**src/rtl/axi_rd_arbiter.sv**
```systemverilog
// Round-robin N-master arbiter for the AXI4-Lite read channel (AR/R), one read outstanding.
// Define ARB_FIXED_PRIO_EN for fixed lowest-index-wins priority instead of round-robin.
module axi_rd_arbiter #(
  parameter int NM = 2,
  parameter int AW = 32,
  parameter int DW = 32
) (
  input  logic             clk,
  input  logic             rstn,
  input  logic [NM-1:0]    m_ARvalid,
  output logic [NM-1:0]    m_ARready,
  input  logic [NM*AW-1:0] m_ARdata,
  input  logic [NM*3-1:0]  m_ARprot,
  output logic [NM-1:0]    m_Rvalid,
  input  logic [NM-1:0]    m_RReady,
  output logic [DW-1:0]    m_Rdata,
  output logic             s_ARvalid,
  input  logic             s_ARready,
  output logic [AW-1:0]    s_ARdata,
  output logic [2:0]       s_ARprot,
  input  logic             s_Rvalid,
  output logic             s_RReady,
  input  logic [DW-1:0]    s_Rdata,
  output logic [NM-1:0]    grant,
  output logic             busy,
  output logic [1:0]       dbg_state
);

  // Handshake rule: a transfer happens on a cycle where valid and ready are both high;
  // valid never depends on ready, and once s_ARvalid rises it holds with stable
  // address/prot until s_ARready is seen.

  localparam int PW = (NM > 1) ? $clog2(NM) : 1;

  typedef enum logic [1:0] {
    IDLE = 2'd0,
    ADDR = 2'd1,
    DATA = 2'd2
  } state_t;

  state_t        state;
  logic [PW-1:0] ptr;
  logic [PW-1:0] g_idx;
  logic [PW-1:0] win_idx;
  logic [AW-1:0] ar_addr [NM];
  logic [2:0]    ar_prot [NM];
  logic          r_done;

  for (genvar i = 0; i < NM; i++) begin : g_unpack
    assign ar_addr[i] = m_ARdata[i*AW +: AW];
    assign ar_prot[i] = m_ARprot[i*3 +: 3];
  end

`ifdef ARB_FIXED_PRIO_EN
  // Scan from the top down so the lowest requesting index is the last assignment.
  always_comb begin
    win_idx = '0;
    for (int k = NM - 1; k >= 0; k--) begin
      if (m_ARvalid[k]) win_idx = PW'(k);
    end
  end
`else
  function automatic logic [PW-1:0] wrap_idx(input logic [PW-1:0] base, input int offs);
    int s;
    s = int'(base) + offs;
    if (s >= NM) s = s - NM;
    return PW'(s);
  endfunction

  // Scan offsets from the top down so the smallest offset from ptr wins.
  always_comb begin
    win_idx = '0;
    for (int k = NM - 1; k >= 0; k--) begin
      if (m_ARvalid[wrap_idx(ptr, k)]) win_idx = wrap_idx(ptr, k);
    end
  end
`endif

  assign s_ARvalid = (state == ADDR);
  assign busy      = (state != IDLE);
  assign dbg_state = state;
  assign m_ARready = (state == ADDR && s_ARready) ? grant : '0;
  assign m_Rvalid  = (state == DATA && s_Rvalid) ? grant : '0;
  assign s_RReady  = (state == DATA) && |(m_RReady & grant);
  assign m_Rdata   = s_Rdata;
  assign r_done    = s_Rvalid && s_RReady;

  always_ff @(posedge clk or negedge rstn) begin
    if (!rstn) begin
      state    <= IDLE;
      ptr      <= '0;
      g_idx    <= '0;
      grant    <= '0;
      s_ARdata <= '0;
      s_ARprot <= '0;
    end else begin
      case (state)
        IDLE: begin
          if (|m_ARvalid) begin
            g_idx    <= win_idx;
            grant    <= NM'(1) << win_idx;
            s_ARdata <= ar_addr[win_idx];
            s_ARprot <= ar_prot[win_idx];
            state    <= ADDR;
          end
        end
        ADDR: begin
          if (s_ARready) state <= DATA;
        end
        DATA: begin
          if (r_done) begin
            state <= IDLE;
            grant <= '0;
`ifndef ARB_FIXED_PRIO_EN
            ptr   <= (g_idx == PW'(NM - 1)) ? '0 : g_idx + 1'b1;
`endif
          end
        end
        default: state <= IDLE;
      endcase
    end
  end

endmodule
```
**config.mk**
```make
export PLATFORM = sky130hd
export DESIGN_NAME = axi_rd_arbiter
export DESIGN_NICKNAME = d
export VERILOG_FILES = /design/src/rtl/axi_rd_arbiter.sv
export SDC_FILE = /design/constraint.sdc
export NUM_CORES = 1
export LEC_CHECK = 0
export BUFFER_PORTS_ARGS = -buffer_cell sky130_fd_sc_hd__buf_2
export CAP_MARGIN = 40
export CORE_ASPECT_RATIO = 0.7
export CORE_MARGIN = 3
export CORE_UTILIZATION = 30
export DETAILED_ROUTE_END_ITERATION = 16
export GPL_ROUTABILITY_DRIVEN = 0
export HOLD_SLACK_MARGIN = 0.03
export PLACE_DENSITY = 0.75
export SKIP_CTS_REPAIR_TIMING = 1
export SYNTH_ARGS = -nofsm -noshare
export SYNTH_HDL_FRONTEND = slang
export SYNTH_SLANG_ARGS = --single-unit
export TNS_END_PERCENT = 5
```
**constraint.sdc**
```tcl
create_clock -name clk -period 2.92 [get_ports clk]
set_input_delay 0.292 -clock clk [delete_from_list [all_inputs] [get_ports clk]]
set_output_delay 0.292 -clock clk [all_outputs]
set_load 0.1 [all_outputs]
```
After elaboration in Yosys (flattened, before gate mapping):

Cells that the tools add are included.

* register bits after elaboration: 41
* bits in latches: 0
* RAM bits: 0
* memory bits (read-only): 0
* input bits: 110
* output and inout bits: 78
* logic and storage cells: 59
* memories kept: 0

* add/sub/neg operators: 4
* multiply operators: 0
* divide/modulo/power cells: 0
* order comparisons: 5
* equal/unequal tests: 5
* shift-type cells: 1
* mux-type cells: 23
* bitwise gates (word level): 2
* reduce and logical (&&, ||, !) cells: 13

Operators by type and width (number)
* 2-to-1 mux 32 bit: 3
* 2-to-1 mux 2 bit: 6
* 2-to-1 mux 1 bit: 9
* 2-to-1 mux 3 bit: 3
* case mux 2 bit (3 select lines): 1
* AND reduction 3 bit: 2
* >= comparator 2 bit, second input constant: 2
* logical AND 1 bit: 4
* < comparator 1 x 2 -> 1 bit, second input constant: 2
* != test 2 bit, second input constant: 2
* case mux 2 bit (2 select lines): 1
* AND reduction 2 bit: 2
* nonzero test 2 bit: 2
* OR reduction 2 bit: 2
* adder 1 x 1 -> 2 bit, second input constant: 1
* bitwise AND 2 bit: 1
* equality test 2 x 1 -> 1 bit, second input constant: 1
* equality test 2 bit, second input constant: 1
* >= comparator 1 x 2 -> 1 bit, second input constant: 1
* logical NOT 2 bit: 1
* != test 2 x 1 -> 1 bit, second input constant: 1
* inverter 1 -> 2 bit: 1
* left shift 1 x 1 -> 2 bit, first input constant: 1
* subtractor 1 bit, second input constant: 2
* adder 1 bit, second input constant: 1

Logic depth before layout (Yosys ltp):

* depth in word-level cells: 11
* depth in mapped cells: 5
* mapped depth without buffers: 3

Worst setup path before layout:

Ideal clock, no wire load.

* path kind: flip-flop to output port
* from: reg state[0], in the netlist dbg_state[0]
* to: out m_ARready[0]
* arrival time: 2709 ps
* data required time: 2628 ps
* path slack: -81 ps
* cell stages (with the launch flop): 3
* cells stage by stage: dfrtp_1 and2b_1 and3_1

* word-level cells in the longest chain between the ends: 3

RTL lines
* start: declaration: line 41 `state_t state;`
* start signal: assignment: line 90 `state <= IDLE;`
* start signal: assignment: line 104 `state <= ADDR;`
* start signal: assignment: line 108 `if (s_ARready) state <= DATA;`
* equality test 2 x 1 -> 1 bit
* net s_ARvalid: line 17 `output logic s_ARvalid,`
* logical AND 1 bit: line 82 `assign m_ARready = (state == ADDR && s_ARready) ? grant : '0;`
* 2-to-1 mux 2 bit: line 82
* end: declaration: line 11 `output logic [NM-1:0] m_ARready,`

The timed path passes the listed nets, and every way through them passes these cells.

Final worst setup path:

* from: reg state[0], in the netlist dbg_state[0]
* to: out busy

* word-level cells in the longest chain between the ends: 1

RTL lines
* nonzero test 2 bit: line 80 `assign busy = (state != IDLE);`
* end: declaration: line 25 `output logic busy,`

No other way between the ends.

==> results.txt <==
- The flow ran to the end, and the final reports show no timing, DRC or antenna violations.
- The setup check on the worst reg-to-reg path leaves a slack of 1.07 ns.
* Cell breakdown of the critical path: or2_1 -> buf_2
* Clock Sink Count: 41
- The routed design has 7.40 mm of wire.
- Flops & latches, synth: 41
- In this run the count of I/O pins placed on the die edge is 188.
- Once detailed placement completed, the half-perimeter wirelength came to 5.15 mm.
- The startpoint identified for the worst register-to-register timing path is dbg_state[0].
- Relative slew slack: 0.485
- Max Clock Skew: 0.00214 ns
- In this run the number of cells on the critical path is 2.
- Buffers plus inverters on the worst setup path: 1
- Clock network latency to the later pin of the worst-skew pair: 0.28 ns
* Destination of the critical timing path: busy
- Full die area: 9230 µm²
- The worst setup path is launched from a register.
* TritonCTS clock tree: built
- The core region is 7580 µm².
* Yosys cell types: 27
* Global-route wire length before repair: 11.6 mm
- The count of buffers added on input and output ports is 123.
* Final cycle utilization of the critical path: 0.749
- For this run, the total global-route usage over all layers was measured as 0.159.
- Slew @ Worst Pin: 0.772 ns
- The tree is rooted in a sky130_fd_sc_hd__clkbuf_16.
- The number of antenna diodes in the final layout is 0.
- Once placement completed, the tool counted placed cells totaling 405.
- The die is 81.3 µm tall.
* Ranking of synthesized cells by area: sky130_fd_sc_hd__dfrtp_1 42%, sky130_fd_sc_hd__a2bb2oi_1 13%, sky130_fd_sc_hd__a311oi_1 13%, sky130_fd_sc_hd__buf_4 10%, sky130_fd_sc_hd__o21ai_0 7.4%
- For this run the aggregate overflow at the end of global routing stands at 0.
* Number of standard-cell rows in the floorplan: 26
- Dividing the detail-routed via count by the number of cells gives 5.45.
* Overall die width: 114 µm
* Post-synth EDFFs: 0
- On the worst path, the slowest cell contributes a delay of 0.64 ns.
- Setup violators final: 0
* Total number of yosys warnings: 0
* Asr flop ratio synth: 1.00
* Utilization of the core after routing: 0.396
* RR Endpoint: grant[1]
* Antenna violation net count after detailed routing: 0
* # H-tree levels: 2
- Class of the worst hold path: in -> reg
- Data on the critical path arrives at its endpoint at 1.90 ns.
- Clock tree buffer depth: 2
- The initial antenna violation count is 0.
- Worst slack on hold paths: 0.266 ns
* Average size of a mapped cell: 10.3 µm²
* FILL cells: 750
- In this run the worst path has a maximum fanout of 18.
* Standard cell with the maximum stage delay on the critical path: sky130_fd_sc_hd__or2_1
- Fin nets: 425
* Detailed-routing iteration count for the pre-antenna-repair pass: 4
- Iter 0 DRT Violations: 153
- Final-report hold violation count: 0
* Vias in the first global route: 2218
- For this run, the number of standard cells in the final layout without fillers is 414.
- Setup repair after global routing left no endpoint under its margin.
- For the finished layout, the period the worst path requires is 2.19 ns.
- For this run, the leading register cell type out of synthesis is sky130_fd_sc_hd__dfrtp_1.
- Count of mapped cells out of synthesis: 236
- Portion of synthesized cell area occupied by the leading cell type: 0.422
- Maximum number of pins on one net before global-route repair: 37
- Kind of critical path: reg -> out
- Crit path launch: dbg_state[0]
* Final setup TNS: 0 ns
- The number of clock buffers added by TritonCTS is 5.
- The initial utilization of the core area, before any placement, comes to 0.320.
- After clock tree synthesis, the clock-pin slew on the worst setup and hold paths is 0.06 ns.
* Most frequently used cell type in the post-synthesis netlist: sky130_fd_sc_hd__dfrtp_1
* Slew Limit Fails: 0
- Post-synth top cells: 41 x sky130_fd_sc_hd__dfrtp_1, 36 x sky130_fd_sc_hd__o21ai_0, 35 x sky130_fd_sc_hd__a2bb2oi_1, 35 x sky130_fd_sc_hd__a311oi_1, 33 x sky130_fd_sc_hd__buf_4
- Kind of end point of the critical path: output port
- Via count: 2257
- FF-to-FF path depth: 4
- Derived from the worst setup path, the maximum achievable clock frequency is 0.457 GHz.
- Synth area leader: sky130_fd_sc_hd__dfrtp_1
- In the routed design, unresolved DRC markers number 0.
* Max-cap check violation count: 0
- Share of layout cells above drive strength 1: 0.449
* Seq/Total Area, Yosys: 0.422
- Syn nets: 346
- Required time of the critical path: 2.63 ns
- Broken down by cell family, the worst path's largest delay share belongs to simple AND/OR/NAND/NOR gates.
- Dividing the detail-routed wire length by the instance count gives 17.9 µm.
- The cell area that synthesis handed to floorplanning was 2430 µm².
* Syn-to-layout area delta: 23.7%
area by class of cell:
type	instances	area (µm²)	area share
flip-flops and latches	41	1030	0.342
multi-input cells	135	992	0.330
repair buffers	130	698	0.232
clock buffers	7	153	0.0508
well taps	98	123	0.0408
inverters	2	7.51	0.00250
clock inverters	1	5.00	0.00167
flip-flops by register name (all words and copies together), names as in the netlist:
register and count:
grant 2, g_idx 1, s_ARdata 32, s_ARprot 3
ptr 1, dbg_state 2
logic make-up (layout without fill, tap and decap cells):
| family | count (synthesis) | count (layout) | synth area share |
|---|---|---|---|
| AND/OR/NAND/NOR | 20 | 20 | 0.0572 |
| flip-flops | 41 | 41 | 0.422 |
| buffers and inverters | 60 | 140 | 0.169 |
| AO/OA/AOI/OAI | 114 | 114 | 0.347 |
| multiplexers | 1 | 1 | 0.00412 |
layout by cell type, fill, tap and decap left out, drive strengths merged, types with 3 or more instances in the layout:
cell     instances
o21ai           40
buf            129
dfrtp           41
clkbuf           7
a2bb2oi         35
and3             4
nand2b           3
a311oi          35
nor2             4
how the worst min path moves through the flow:
| stage | startpoint | to | slack (ns) | cells past startpoint |
|---|---|---|---|---|
| floorplan | rstn | dbg_state[0] | -0.004 | 0 |
| finish | m_ARprot[0] | s_ARprot[0] | 0.27 | 3 |
| detailed placement | rstn | s_ARdata[17] | 0.29 | 1 |
| global placement | g_idx | ptr | 0.46 | 1 |
| global route | m_ARdata[2] | s_ARdata[2] | 0.27 | 3 |
| CTS | rstn | s_ARdata[17] | -0.01 | 1 |
worst reg2reg max path: cells and delay by family (launching register included):
family / cells / cell delay (ns)
flops: 1 / 0.42
simple gates: 2 / 0.81
compound gates: 1 / 0.08
buf+inv: 1 / 0.40
routing by layer:
metal  vias up  GRT usage  part of all wire
li1       1043          -                 -
met1      1093      0.204              0.45
met2       107      0.261              0.45
met3        14     0.0447             0.084
met4         0     0.0456            0.0085
met5         -          0                 0
metrics by stage:
| stage | setup slack, ns | instance area [µm²] |
|---|---|---|
| floorplan | -0.0811 | 2430 |
| global placement | 1.04 | 2790 |
| detailed placement | 1.02 | 2840 |
| CTS | 0.718 | 2990 |
| global route | 0.590 | 3000 |
| finish | 0.732 | 3000 |
Power is not shown: default switching activity piles up to over one toggle a cycle in this logic, so the estimate is an artifact.
